--- config.mk ---
export PLATFORM = sky130hd
export DESIGN_NAME = pipemem_stage_flat
export DESIGN_NICKNAME = d
export VERILOG_FILES = /design/src/rtl/pipe_pkg.sv /design/src/rtl/pipemem_stage_if.sv /design/src/rtl/pipemem_timer.sv /design/src/rtl/pipemem_stage.sv /design/src/flat_wrapper.sv
export SDC_FILE = /design/constraint.sdc
export NUM_CORES = 1
export LEC_CHECK = 0
export CAP_MARGIN = 20
export CORE_UTILIZATION = 32
export CTS_CLUSTER_DIAMETER = 120
export DETAILED_ROUTE_END_ITERATION = 16
export PLACE_DENSITY_LB_ADDON = 0.12
export SYNTH_ARGS = -nofsm -noshare
export SYNTH_HDL_FRONTEND = slang
export SYNTH_SLANG_ARGS = --single-unit
--- constraint.sdc ---
create_clock -name clock -period 1.6 [get_ports clock]
set_input_delay 0.16 -clock clock [delete_from_list [all_inputs] [get_ports clock]]
set_output_delay 0.16 -clock clock [all_outputs]
set_load 0.02 [all_outputs]
--- src/rtl/pipe_pkg.sv ---
// Shared types and constants for the EX/MEM stage: FSM states, M-register
// control bits and the data-bus alignment helper.
package pipe_pkg;

  typedef enum logic {
    RUN  = 1'b0,
    WAIT = 1'b1
  } mstate_t;

  localparam int TIMEOUT_DEFAULT = 15;

  typedef struct packed {
    logic wreg;
    logic m2reg;
    logic wmem;
  } ctrl_m_t;

  // Word accesses must have the two low address bits clear.
  function automatic logic misaligned(input logic [31:0] addr);
    return (addr[1:0] != 2'b00);
  endfunction

endpackage

--- src/rtl/pipemem_stage_if.sv ---
// Request/acknowledge data-memory bus between the MEM stage and the data memory.
interface pipemem_stage_if;
  logic        mem_req;
  logic        mem_we;
  logic [31:0] mem_addr;
  logic [31:0] mem_wdata;
  logic        mem_ack;
  logic [31:0] mem_rdata;

  modport master (
    output mem_req, mem_we, mem_addr, mem_wdata,
    input  mem_ack, mem_rdata
  );

  modport slave (
    input  mem_req, mem_we, mem_addr, mem_wdata,
    output mem_ack, mem_rdata
  );
endinterface

--- src/rtl/pipemem_timer.sv ---
// Wait-cycle counter for an outstanding bus request; o_tmo flags the last
// allowed wait cycle.
module pipemem_timer #(
  parameter int TIMEOUT = 15
) (
  input  logic clock,
  input  logic resetn,
  input  logic i_clr,
  input  logic i_inc,
  output logic o_tmo
);

  localparam int CW = $clog2(TIMEOUT);
  localparam logic [CW-1:0] CNT_ONE  = CW'(1);
  localparam logic [CW-1:0] CNT_LAST = CW'(TIMEOUT - 1);

  logic [CW-1:0] r_cnt;

  // Counter: clear has priority over increment.
  always_ff @(posedge clock) begin
    if (!resetn) begin
      r_cnt <= '0;
    end else if (i_clr) begin
      r_cnt <= '0;
    end else if (i_inc) begin
      r_cnt <= r_cnt + CNT_ONE;
    end else begin
      r_cnt <= r_cnt;
    end
  end

  assign o_tmo = (r_cnt == CNT_LAST);

endmodule

--- src/rtl/pipemem_stage.sv ---
// EX/MEM pipeline register with a req/ack data-memory access controller,
// upstream stall generation, bus-timeout and misalignment kill.
module pipemem_stage
  import pipe_pkg::*;
#(
  parameter int TIMEOUT = TIMEOUT_DEFAULT
) (
  input  logic            clock,
  input  logic            resetn,
  input  logic            ewreg,
  input  logic            em2reg,
  input  logic            ewmem,
  input  logic [31:0]     ealu,
  input  logic [31:0]     eb,
  input  logic [4:0]      ern,
  pipemem_stage_if.master bus,
  output logic            stall,
  output logic            mwreg,
  output logic            mm2reg,
  output logic [31:0]     mmo,
  output logic [31:0]     malu,
  output logic [4:0]      mrn,
  output logic            mberr,
  output logic            malign
);

  ctrl_m_t     r_ctrl;
  logic [31:0] r_alu;
  logic [31:0] r_b;
  logic [4:0]  r_rn;
  mstate_t     r_state;

  logic w_memop;
  logic w_mis;
  logic w_req;
  logic w_ack;
  logic w_cnt_last;
  logic w_tmo;
  logic w_stall;
  logic w_kill;
  logic w_clr;
  logic w_inc;

  assign w_memop = r_ctrl.m2reg | r_ctrl.wmem;
  assign w_mis   = w_memop & misaligned(r_alu);
  assign w_req   = w_memop & ~w_mis;
  assign w_ack   = w_req & bus.mem_ack;

  // An ack in the last allowed cycle still completes the access.
  assign w_tmo   = (r_state == WAIT) & w_cnt_last & ~w_ack;
  assign w_stall = w_req & ~w_ack & ~w_tmo;
  assign w_kill  = w_mis | w_tmo;

  // Timer control: count only while a request is left unanswered.
  always_comb begin
    w_clr = 1'b1;
    w_inc = 1'b0;
    case (r_state)
      RUN: begin
        if (w_req & ~w_ack) begin
          w_clr = 1'b0;
          w_inc = 1'b1;
        end else begin
          w_clr = 1'b1;
          w_inc = 1'b0;
        end
      end
      WAIT: begin
        if (w_ack | w_tmo) begin
          w_clr = 1'b1;
          w_inc = 1'b0;
        end else begin
          w_clr = 1'b0;
          w_inc = 1'b1;
        end
      end
      default: begin
        w_clr = 1'b1;
        w_inc = 1'b0;
      end
    endcase
  end

  pipemem_timer #(
    .TIMEOUT (TIMEOUT)
  ) u_timer (
    .clock  (clock),
    .resetn (resetn),
    .i_clr  (w_clr),
    .i_inc  (w_inc),
    .o_tmo  (w_cnt_last)
  );

  // Access FSM: RUN issues, WAIT holds until ack or timeout.
  always_ff @(posedge clock) begin
    if (!resetn) begin
      r_state <= RUN;
    end else begin
      case (r_state)
        RUN: begin
          if (w_req & ~w_ack) begin
            r_state <= WAIT;
          end else begin
            r_state <= RUN;
          end
        end
        WAIT: begin
          if (w_ack | w_tmo) begin
            r_state <= RUN;
          end else begin
            r_state <= WAIT;
          end
        end
        default: r_state <= RUN;
      endcase
    end
  end

  // M register: advances whenever the stage is not stalled.
  always_ff @(posedge clock) begin
    if (!resetn) begin
      r_ctrl <= '0;
      r_alu  <= 32'h0000_0000;
      r_b    <= 32'h0000_0000;
      r_rn   <= 5'd0;
    end else if (!w_stall) begin
      r_ctrl <= '{wreg: ewreg, m2reg: em2reg, wmem: ewmem};
      r_alu  <= ealu;
      r_b    <= eb;
      r_rn   <= ern;
    end else begin
      r_ctrl <= r_ctrl;
      r_alu  <= r_alu;
      r_b    <= r_b;
      r_rn   <= r_rn;
    end
  end

  assign bus.mem_req   = w_req;
  assign bus.mem_we    = r_ctrl.wmem;
  assign bus.mem_addr  = r_alu;
  assign bus.mem_wdata = r_b;

  assign stall  = w_stall;
  assign mwreg  = r_ctrl.wreg  & ~w_stall & ~w_kill;
  assign mm2reg = r_ctrl.m2reg & ~w_stall & ~w_kill;
  assign mmo    = (r_ctrl.m2reg & w_ack) ? bus.mem_rdata : 32'h0000_0000;
  assign malu   = r_alu;
  assign mrn    = r_rn;
  assign mberr  = w_tmo;
  assign malign = w_mis;

endmodule

--- src/flat_wrapper.sv ---
// flat-port wrapper written by rule: the top's interface ports become plain ports
module pipemem_stage_flat import pipe_pkg::*;
#(
  parameter int TIMEOUT = TIMEOUT_DEFAULT
)
  (clock, resetn, ewreg, em2reg, ewmem, ealu, eb, ern, stall, mwreg, mm2reg, mmo, malu, mrn, mberr, malign, bus_mem_req, bus_mem_we, bus_mem_addr, bus_mem_wdata, bus_mem_ack, bus_mem_rdata);
  pipemem_stage_if bus_i ();
  input  logic clock;
  input  logic resetn;
  input  logic ewreg;
  input  logic em2reg;
  input  logic ewmem;
  input  logic [31:0] ealu;
  input  logic [31:0] eb;
  input  logic [4:0] ern;
  output logic stall;
  output logic mwreg;
  output logic mm2reg;
  output logic [31:0] mmo;
  output logic [31:0] malu;
  output logic [4:0] mrn;
  output logic mberr;
  output logic malign;
  output wire logic [$bits(bus_i.mem_req)-1:0] bus_mem_req;
  output wire logic [$bits(bus_i.mem_we)-1:0] bus_mem_we;
  output wire logic [$bits(bus_i.mem_addr)-1:0] bus_mem_addr;
  output wire logic [$bits(bus_i.mem_wdata)-1:0] bus_mem_wdata;
  input wire logic [$bits(bus_i.mem_ack)-1:0] bus_mem_ack;
  input wire logic [$bits(bus_i.mem_rdata)-1:0] bus_mem_rdata;
  assign bus_mem_req = bus_i.mem_req;
  assign bus_mem_we = bus_i.mem_we;
  assign bus_mem_addr = bus_i.mem_addr;
  assign bus_mem_wdata = bus_i.mem_wdata;
  assign bus_i.mem_ack = bus_mem_ack;
  assign bus_i.mem_rdata = bus_mem_rdata;
  pipemem_stage #(.TIMEOUT(TIMEOUT)) u_core (.clock(clock), .resetn(resetn), .ewreg(ewreg), .em2reg(em2reg), .ewmem(ewmem), .ealu(ealu), .eb(eb), .ern(ern), .bus(bus_i), .stall(stall), .mwreg(mwreg), .mm2reg(mm2reg), .mmo(mmo), .malu(malu), .mrn(mrn), .mberr(mberr), .malign(malign));
endmodule
==> results.txt <==
Ys Warns = 0
RePlAce Congestion = 0.708
area of the core region = 11,000 um^2
fraction of the mapped netlist area in compound gates = 1.50%
mean routed wirelength per cell = 14.2 um
I/O Buffers = 246
Setup Skew = 0.0134 ns
worst min path class = in2reg
average instance area after synthesis = 9.01 um^2
IR Drop Worst-Case VDD = 0.000571 V
setup slack of the critical path after layout = -0.155 ns
category of the worst setup path launch point = flop
arithmetic-cell share of the synthesized area counting full adders, half adders and majority gates = 0.682%
TritonCTS clock tree = done
dominant combinational cell family by area after synthesis = simple AND/OR/NAND/NOR gates
cell area reported after detailed placement = 6040 um^2
row count = 38
Post-DRT Antenna Nets = 0
fraction of final layout cells with drive strength greater than 1 = 22.4%
floorplan die area = 11,900 um^2
quantity of hold-fixing buffers added after cts = 0
HPWL after DPL = 7.78 mm
DRC marker count from the first detailed-route iteration = 143
unrepaired setup endpoints after global routing = yes
count of different cell masters after synthesis = 27
max-cap viol count = 0
Initial Utilization = 33.4%
violations in the final reports = negative setup slack
max-slew violation total from the final report = 0
commonest cells after routing, fill and taps aside = sky130_fd_sc_hd__clkdlybuf4s50_1, sky130_fd_sc_hd__nand2_1, sky130_fd_sc_hd__dfxtp_1
Post-route DRC = 0
post-route standard cell area excluding fillers = 6910 um^2
Routed WL = 11.2 mm
synthesized-area fraction occupied by xor and xnor cells = 0.478%
post-synthesis cell count = 407
relative slew slack = 81.1%
post-synthesis register bit count = 77
post-DR vias/cell = 4.40
first-pass GRT wire length = 16.1 mm
Primary FF master, synth = sky130_fd_sc_hd__dfxtp_1
Post-Synthesis Cell Area = 3670 um^2
crit path kind = reg2out
synthesized-area fraction occupied by and/or/nand/nor cells = 22.8%
post-synthesis async set-or-reset flop share = 0%
detailed-routing iteration count for the pre-antenna-repair pass = 4
total grt overflow = 0
leading cell type in the layout, fill and taps excluded = sky130_fd_sc_hd__clkdlybuf4s50_1
largest buffer count on any clock path = 2
clk root buf = sky130_fd_sc_hd__clkbuf_16
final setup violation count = 103
number of clock sinks = 77
number of antenna repair diodes = 0
height of the die = 109 um
antenna violations before repair = 0
Min Clock Period, post-route = 1.75 ns
synthesized netlist net count = 516
worst slew pin tran = 0.283 ns
Num CTS Buffers = 9
H-tree levels = 3
Achievable Freq = 570 MHz
mux contribution to synthesized area = 19.1%
top fanout value on the critical path = 4
vias after detailed routing = 3,483
vias in the first global route = 3,297
clock input transition at the sequential cells of the worst setup and hold paths = 0.06 ns
Tcrit/Tclk final = 110%
pin count of the biggest net entering global routing = 69
Total GRT Usage = 17.7%
Cells after DPL = 757
count of fill cells added during filler insertion = 921
Critical Path RT = 1.44 ns
Die Span X = 109 um
final cell count without fillers = 791
kind of end point of the critical path = output port
Leak Pwr = 2.81 nW
clock insertion delay at the later pin of the skew report = 0.33 ns
run status = complete, but fails checks
number of endpoints with negative hold slack in the final report = 0
power per cell area = 865 nW/um^2
Layout Area Growth over Synthesis = 88.5%
sequential element share of the synthesized area = 42.0%
final-stage net count = 755
number of flops mapped to enable cells by yosys = 0
number of placed I/O pins = 247
CP arrival = 1.59 ns
==> Yosys cell counts, types with 2 or more instances <==
library cell                    count  area [um^2]
sky130_fd_sc_hd__nand2_1          141          529
sky130_fd_sc_hd__nor2_1             4         15.0
sky130_fd_sc_hd__buf_4             32          240
sky130_fd_sc_hd__ha_1               2         25.0
sky130_fd_sc_hd__and3b_2            2         20.0
sky130_fd_sc_hd__clkbuf_1          15         56.3
sky130_fd_sc_hd__dlygate4sd1_1      2         17.5
sky130_fd_sc_hd__a21oi_1            2         10.0
sky130_fd_sc_hd__dfxtp_1           77         1540
sky130_fd_sc_hd__a211oi_1           4         30.0
sky130_fd_sc_hd__buf_2              3         15.0
sky130_fd_sc_hd__and2_1            32          200
sky130_fd_sc_hd__buf_12             8          160
sky130_fd_sc_hd__mux2i_1           70          701
==> area by class of cell <==
type                    instances  area [um^2]  share of cell area, %
repair buffers                288         3080                   44.6
multi-input cells             269         1760                   25.4
flip-flops and latches         77         1550                   22.4
clock buffers                  12          267                   3.86
well taps                     140          175                   2.53
clock inverters                 4         76.3                   1.10
inverters                       1         3.75                 0.0543
==> report_power, final <==
group,internal (mW),total (mW),switching [mW]
Combinational,0.886,1.55,0.669
Clock,1.50,2.28,0.780
Sequential,2.06,2.14,0.0862
==> cells by family after synthesis <==
logic type	Yosys count
xor+xnor	2
mux	70
flops	77
simple gates	187
fa+ha+maj	2
buf+inv	61
compound gates	8
==> flip-flops by register name, summed over array words and instances (netlist names) <==
| name | count |
|---|---|
| u_core.mrn | 5 |
| u_core.r_ctrl | 2 |
| u_core.bus.mem_wdata | 32 |
| u_core.u_timer.r_cnt | 4 |
| u_core.bus.mem_addr | 32 |
| u_core.r_state | 1 |
| u_core.bus.mem_we | 1 |
==> per-layer routing <==
layer  vias up  part of all wire [%]  global-route usage [%]
met4         0                   1.3                    6.76
li1       1757                     -                       -
met1      1588                    38                    19.7
met5         -                     0                       0
met3         9                   8.8                    6.52
met2       129                    52                    30.7
==> repair_timing <==
| action | 4_1_cts | 5_1_grt |
|---|---|---|
| setup endpoints to repair | 110 | 111 |
| pin swaps | 2 | 28 |
| gates resized for setup | 197 | 91 |
| gates cloned | 5 | 4 |
| setup buffers | 7 | 2 |
==> worst max-delay path, cell delays in order (launching register included) <==
cell and delay (ns):
sky130_fd_sc_hd__dfxtp_4 0.36, sky130_fd_sc_hd__or2_4 0.28, sky130_fd_sc_hd__or3_4 0.34, sky130_fd_sc_hd__o211a_1 0.15, sky130_fd_sc_hd__buf_6 0.13
==> per-stage QoR <==
stage	TNS [ns]	total power [mW]	hold WS, ns	setup WS (ns)	utilization [%]
6_report	-5.83	5.98	0.236	-0.155	62.9
5_1_grt	-15.68	6.25	0.255	-0.253	62.9
4_1_cts	-5.36	5.97	0.232	-0.149	59.6
3_5_place_dp	-26.50	3.57	0.452	-0.408	55.0
3_3_place_gp	-20.40	3.55	0.443	-0.350	55.0
2_1_floorplan	0	2.90	0.299	0.00686	-
==> path summary, 6_finish.rpt <==
path / slack (ns) / depth (start not counted) / start / end
setup / recovery: -0.15 / 4 / u_core.bus.mem_addr[1] / mwreg
hold reg to reg: 0.46 / 2 / u_core.mrn[4] / u_core.mrn[4]
setup reg to reg: -0.14 / 8 / u_core.u_timer.r_cnt[0] / u_core.bus.mem_addr[0]
hold / removal: 0.24 / 3 / resetn / u_core.bus.mem_wdata[20]
(Power assumes the default switching activity.)
